[src/rtl/ctrl_pkg.sv]
// Shared encodings for the multi-cycle RV32I-subset controller: FSM states, opcodes,
// access-size codes and the instruction-class enum.
package ctrl_pkg;

  typedef enum logic [2:0] {
    StFetch  = 3'd0,
    StDecode = 3'd1,
    StExec   = 3'd2,
    StMem    = 3'd3,
    StWb     = 3'd4,
    StHalt   = 3'd5
  } state_e;

  typedef enum logic [2:0] {
    CL_R   = 3'd0,
    CL_I   = 3'd1,
    CL_LD  = 3'd2,
    CL_ST  = 3'd3,
    CL_ILL = 3'd4
  } class_e;

  localparam logic [6:0] OP_R     = 7'b0110011;
  localparam logic [6:0] OP_I     = 7'b0010011;
  localparam logic [6:0] OP_LOAD  = 7'b0000011;
  localparam logic [6:0] OP_STORE = 7'b0100011;

  localparam logic [1:0] SZ_B = 2'b00;
  localparam logic [1:0] SZ_H = 2'b01;
  localparam logic [1:0] SZ_W = 2'b10;

  function automatic logic is_mem_class(input class_e cls);
    return (cls == CL_LD) || (cls == CL_ST);
  endfunction

endpackage

[src/rtl/instr_class_decode.sv]
// Combinational opcode/funct3 classifier; shared with the pipelined controller variant.
module instr_class_decode
  import ctrl_pkg::*;
(
  input  logic [6:0] i_opcode,
  input  logic [2:0] i_funct3,
  output class_e     o_class,
  output logic [1:0] o_size
);

  logic w_mem_size_ok;
  logic w_unused_f3;

  // funct3[2] only selects signedness, which the datapath handles on its own.
  assign w_unused_f3   = i_funct3[2];
  assign w_mem_size_ok = (i_funct3[1:0] != 2'b11);
  assign o_size        = i_funct3[1:0];

  always_comb begin
    o_class = CL_ILL;
    case (i_opcode)
      OP_R:     o_class = CL_R;
      OP_I:     o_class = CL_I;
      OP_LOAD:  o_class = w_mem_size_ok ? CL_LD : CL_ILL;
      OP_STORE: o_class = w_mem_size_ok ? CL_ST : CL_ILL;
      default:  o_class = CL_ILL;
    endcase
  end

endmodule

[src/rtl/multicycle_controller.sv]
// Multi-cycle fetch/decode/exec/mem/writeback controller with a bounded RAM handshake
// and a sticky fault on RAM timeout.
module multicycle_controller
  import ctrl_pkg::*;
#(
  parameter int unsigned DWIDTH      = 32,
  parameter int unsigned MEM_TIMEOUT = 15
) (
  input  logic       clk,
  input  logic       reset,
  input  logic [6:0] opcode,
  input  logic [2:0] funct3,
  input  logic       ramAck,
  output logic       irWrite,
  output logic       pcWrite,
  output logic       regWrite,
  output logic       aluSrc,
  output logic       memToReg,
  output logic       ramRdEn,
  output logic       ramWrEn,
  output logic       isByte,
  output logic       isHalf,
  output logic       isWord,
  output logic       illegalInstr,
  output logic       memFault,
  output logic [2:0] state
);

  localparam logic [7:0] WaitLast = 8'(MEM_TIMEOUT - 1);

  state_e     r_state, w_state_nxt;
  class_e     r_class, w_class_nxt, w_dec_class;
  logic [1:0] r_size, w_size_nxt, w_dec_size;
  logic [7:0] r_wait, w_wait_nxt;
  logic       r_fault, w_fault_nxt;
  logic       r_rst_hold;
  logic       w_unused_dwidth;

  assign w_unused_dwidth = ^DWIDTH;

  instr_class_decode u_decode (
    .i_opcode (opcode),
    .i_funct3 (funct3),
    .o_class  (w_dec_class),
    .o_size   (w_dec_size)
  );

  // r_rst_hold keeps every strobe low for the cycle following a sampled reset.
  always_ff @(posedge clk) begin
    if (reset) begin
      r_state    <= StFetch;
      r_class    <= CL_R;
      r_size     <= SZ_B;
      r_wait     <= '0;
      r_fault    <= 1'b0;
      r_rst_hold <= 1'b1;
    end else begin
      r_state    <= w_state_nxt;
      r_class    <= w_class_nxt;
      r_size     <= w_size_nxt;
      r_wait     <= w_wait_nxt;
      r_fault    <= w_fault_nxt;
      r_rst_hold <= 1'b0;
    end
  end

  always_comb begin
    w_state_nxt = r_state;
    w_class_nxt = r_class;
    w_size_nxt  = r_size;
    w_wait_nxt  = r_wait;
    w_fault_nxt = r_fault;
    unique case (r_state)
      StFetch: begin
        if (!r_rst_hold) w_state_nxt = StDecode;
      end
      StDecode: begin
        w_class_nxt = w_dec_class;
        w_size_nxt  = w_dec_size;
        w_state_nxt = (w_dec_class == CL_ILL) ? StFetch : StExec;
      end
      StExec: begin
        w_state_nxt = is_mem_class(r_class) ? StMem : StWb;
      end
      StMem: begin
        // An ack on the final allowed cycle still completes normally.
        if (ramAck) begin
          w_wait_nxt  = '0;
          w_state_nxt = (r_class == CL_LD) ? StWb : StFetch;
        end else if (r_wait == WaitLast) begin
          w_fault_nxt = 1'b1;
          w_state_nxt = StHalt;
        end else begin
          w_wait_nxt = r_wait + 8'd1;
        end
      end
      StWb:    w_state_nxt = StFetch;
      StHalt:  w_state_nxt = StHalt;
      default: w_state_nxt = StFetch;
    endcase
  end

  always_comb begin
    irWrite      = 1'b0;
    pcWrite      = 1'b0;
    regWrite     = 1'b0;
    aluSrc       = 1'b0;
    memToReg     = 1'b0;
    ramRdEn      = 1'b0;
    ramWrEn      = 1'b0;
    isByte       = 1'b0;
    isHalf       = 1'b0;
    isWord       = 1'b0;
    illegalInstr = 1'b0;
    memFault     = r_fault;
    state        = r_state;
    if (!r_rst_hold) begin
      unique case (r_state)
        StFetch: irWrite = 1'b1;
        StDecode: begin
          // Illegal instructions are skipped by advancing the PC straight from decode.
          if (w_dec_class == CL_ILL) begin
            illegalInstr = 1'b1;
            pcWrite      = 1'b1;
          end
        end
        StExec: aluSrc = (r_class != CL_R);
        StMem: begin
          aluSrc  = 1'b1;
          ramRdEn = (r_class == CL_LD);
          ramWrEn = (r_class == CL_ST);
          // A store retires in MEM, so the PC advances on the acknowledging cycle.
          pcWrite = (r_class == CL_ST) && ramAck;
          case (r_size)
            SZ_B:    isByte = 1'b1;
            SZ_H:    isHalf = 1'b1;
            SZ_W:    isWord = 1'b1;
            default: ;
          endcase
        end
        StWb: begin
          regWrite = 1'b1;
          pcWrite  = 1'b1;
          memToReg = (r_class == CL_LD);
          aluSrc   = (r_class != CL_R);
        end
        StHalt:  ;
        default: ;
      endcase
    end
  end

endmodule

[config.mk]
export PLATFORM = sky130hd
export DESIGN_NAME = multicycle_controller
export DESIGN_NICKNAME = d
export VERILOG_FILES = /design/src/rtl/ctrl_pkg.sv /design/src/rtl/instr_class_decode.sv /design/src/rtl/multicycle_controller.sv
export SDC_FILE = /design/constraint.sdc
export NUM_CORES = 1
export LEC_CHECK = 0
export ABC_AREA = 1
export CORE_UTILIZATION = 40
export DETAILED_ROUTE_END_ITERATION = 7
export HOLD_SLACK_MARGIN = 0.15
export PLACE_DENSITY = 0.64
export SLEW_MARGIN = 20
export SYNTH_ARGS = -nofsm -noshare
export SYNTH_HDL_FRONTEND = slang
export SYNTH_HIERARCHICAL = 1
export SYNTH_SLANG_ARGS = --single-unit
export TNS_END_PERCENT = 10
[constraint.sdc]
create_clock -name clk -period 2.8 [get_ports clk]
set_input_delay 0.56 -clock clk [delete_from_list [all_inputs] [get_ports clk]]
set_output_delay 0.56 -clock clk [all_outputs]
set_load 0.03 [all_outputs]
==> results.yml <==
cts:
  hold_buffers: 0
  clkSinkCount: 18
  cts_resized: 0
  root_buffer: "clkbuf_4"
  post-cts-setup-buffers: 0
  cts_tree: "yes"
  cts_made_buffers: 3
  path_clk_slew_ns: 0.11
  clk_latency_ns: 0.30
  clk_path_buf_depth: 2
  h-tree-depth: 1
logic_synthesis:
  synth_fa_ha_area_share_pct: 2.18
  yosysSeqAreaShare_pct: 31.4
  synth-edff-count: 0
  syn_avg_cell_area_um2: 6.63
  synth_top_area_share_pct: 31.4
  synth-seq-cells: 18
  synth_cell_types: 25
  synth-xor-area-share_pct: 0
  synthMuxAreaShare_pct: 0
  netlist_top_cells_count: "nand2_1 (31), nor2_1 (25), inv_1 (22)"
  post-synth-top-count-cell: "nand2_1"
  syn-num-nets: 188
  ys_async_sr_fraction_pct: 0
  syn_inst: 173
  ys_warn_count: 6
  synthSimpleGateAreaFrac_pct: 43.5
  synth_area_leaders: "dfxtp_1 (31%), nand2_1 (10%), nor2_1 (8.2%)"
  synth_top_family_by_area: "simple AND/OR/NAND/NOR gates"
  synth_area_um2: 1150
  synth_compound_area_share_pct: 13.1
  synth_top_area_cell: "dfxtp_1"
  synth_top_flop_cell: "dfxtp_1"
route:
  wire_per_inst_um: 11.5
  routed_wl_mm: 2.62
  via_per_inst: 5.23
  ant_nets: 0
  drc: 0
  dr.pass1.iters: 4
  vias: 1198
  drt_iter0_drc: 61
min_path:
  hold_end: "memFault"
  holdCritStartpoint: "memFault"
  min_path_type: "register to register"
  hold_path_depth: 2
sta:
  fin_crit_ns: 2.57
  drv_slew: 0
  max_slew.worst_pin.slew_ns: 0.386
  worst_clock_skew_ns: 0.00216
  final_hold_viol_count: 0
  min_period_over_period_pct: 92.0
  setup_tns_ns: 0
  setup_viol: 0
  slew_headroom_pct: 74.2
  max_freq_mhz: 388
  grt_setup_unrepaired: "false"
critical_path:
  cp_slowest_cell: "clkdlybuf4s50_1"
  worstSetupEndpointType: "output pin"
  cp.required_ns: 2.24
  reg2reg_setup_slack_ns: 1.35
  reg2reg_depth: 8
  cpPeakStageDelay_ns: 0.71
  crit_path_start_kind: "register"
  critical_path.cell_chain: "inv_2, nand3_2, nor3_1, clkdlybuf4s50_1"
  timing.rr.start: "r_wait[0]"
  crit_family: "buffers and inverters"
  path_class: "register to output pin"
  crit_fanout: 9
  critPathArrivalTime_ns: 2.01
  path_depth: 4
  reg2reg_to: "r_wait[3]"
  crit_buf_inv: 2
finish:
  fill_cells: 295
  drive_above_1_share_pct: 10.6
  nets: 215
  antenna_cells: 0
  final_area_um2: 1440
  multi_input_area_um2: 674
  syn_to_final_growth_pct: 25.8
  regArea_um2: 360
placement:
  dpl.hpwl_mm: 2.07
  placedInstanceArea_um2: 1420
  gp_congestion: 0.856
  port_buffers: 26
global_routing:
  antenna_found_initial: 0
  grt_pass1_vias: 1037
  grt_pass1_wl_mm: 4.52
  overflow: 0
  grt_usage_pct: 18.4
  grt_max_degree: 13
floorplan:
  dieArea_um2: 3090
  initial_utilization_pct: 42.0
  fp.dieW_um: 55.6
  coreArea_um2: 2730
  io_pins: 28
  rows: 19
  dieHeight_um: 55.6
power:
  ir_drop_uv: 221
  p_per_area_nw_per_um2: 342
  power_leakage_uw: 0.000584
  p_total_uw: 494
run_status:
  outcome: "finished clean"
flow_run:
  drv_cap: 0
[worst max-delay path by stage]
stage | start | end
6_report | state[2] | ramWrEn
5_1_grt | state[2] | isHalf
4_1_cts | state[2] | aluSrc
3_5_place_dp | opcode[4] | pcWrite
3_3_place_gp | opcode[4] | pcWrite
2_1_floorplan | state[0] | isByte
[power breakdown]
| part | total, uW | switching, uW | internal [uW] |
|---|---|---|---|
| registers | 275 | 9.93 | 265 |
| logic | 78.5 | 45.3 | 33.2 |
| clock network | 140 | 90.1 | 50.3 |
[registers in the layout (all words and copies together), names as in the netlist]
register	cells
r_rst_hold	1
state	3
r_class	3
r_wait	8
r_size	2
memFault	1
[placed cells by master, fill, tap and decap left out, types with 3 or more instances in the layout]
master           instances
a21oi_1                 13
clkbuf_4                 3
clkdlybuf4s50_1         23
dfxtp_1                 18
inv_1                   22
nand2_1                 31
nand2_2                  4
nand3_1                 16
nand4_1                  3
nor2_1                  25
nor3_1                   5
nor4_1                   3
o21ai_0                 10
[worst min-delay path, stage by stage (launching register included)]
cell and delay (ns):
dfxtp_1 0.34, a21oi_1 0.04, nor2_1 0.06
[stage by stage]
| stage | instances | hold WS [ns] | utilization (%) | setup WS, ns |
|---|---|---|---|---|
| after global routing | 229 | 0.499 | 52.8 | 0.0661 |
| after floorplan | 173 | 0.457 | - | 0.494 |
| after CTS | 229 | 0.482 | 52.7 | 0.184 |
| final | 229 | 0.475 | 52.8 | 0.225 |
| after detailed placement | 226 | 0.455 | 51.9 | 0.241 |
| after global placement | 226 | 0.449 | 51.9 | 0.280 |
[cell families (layout without fill, tap and decap cells)]
| kind of cell | after synthesis | after routing |
|---|---|---|
| AO/OA/AOI/OAI | 28 | 28 |
| adder cells (fa/ha/maj) | 2 | 2 |
| flip-flops | 18 | 18 |
| AND/OR/NAND/NOR | 97 | 97 |
| buffers and inverters | 28 | 53 |
[final cells by class]
class / count / share of cell area (%)
multi-input combinational: 127 / 46.7
sequential: 18 / 25.0
timing repair buffer: 26 / 17.9
inverter: 24 / 6.24
tap: 31 / 2.69
clock buffer: 3 / 1.56
[metal layers]
| metal | wire length (um) | up-vias | track usage, % |
|---|---|---|---|
| met2 | 1230 | 30 | 31.8 |
| met5 | 0 | - | 0 |
| li1 | - | 616 | - |
| met4 | 51 | 0 | 8.57 |
| met3 | 92 | 5 | 3.04 |
| met1 | 1250 | 547 | 22.2 |
(Power assumes the default switching activity.)
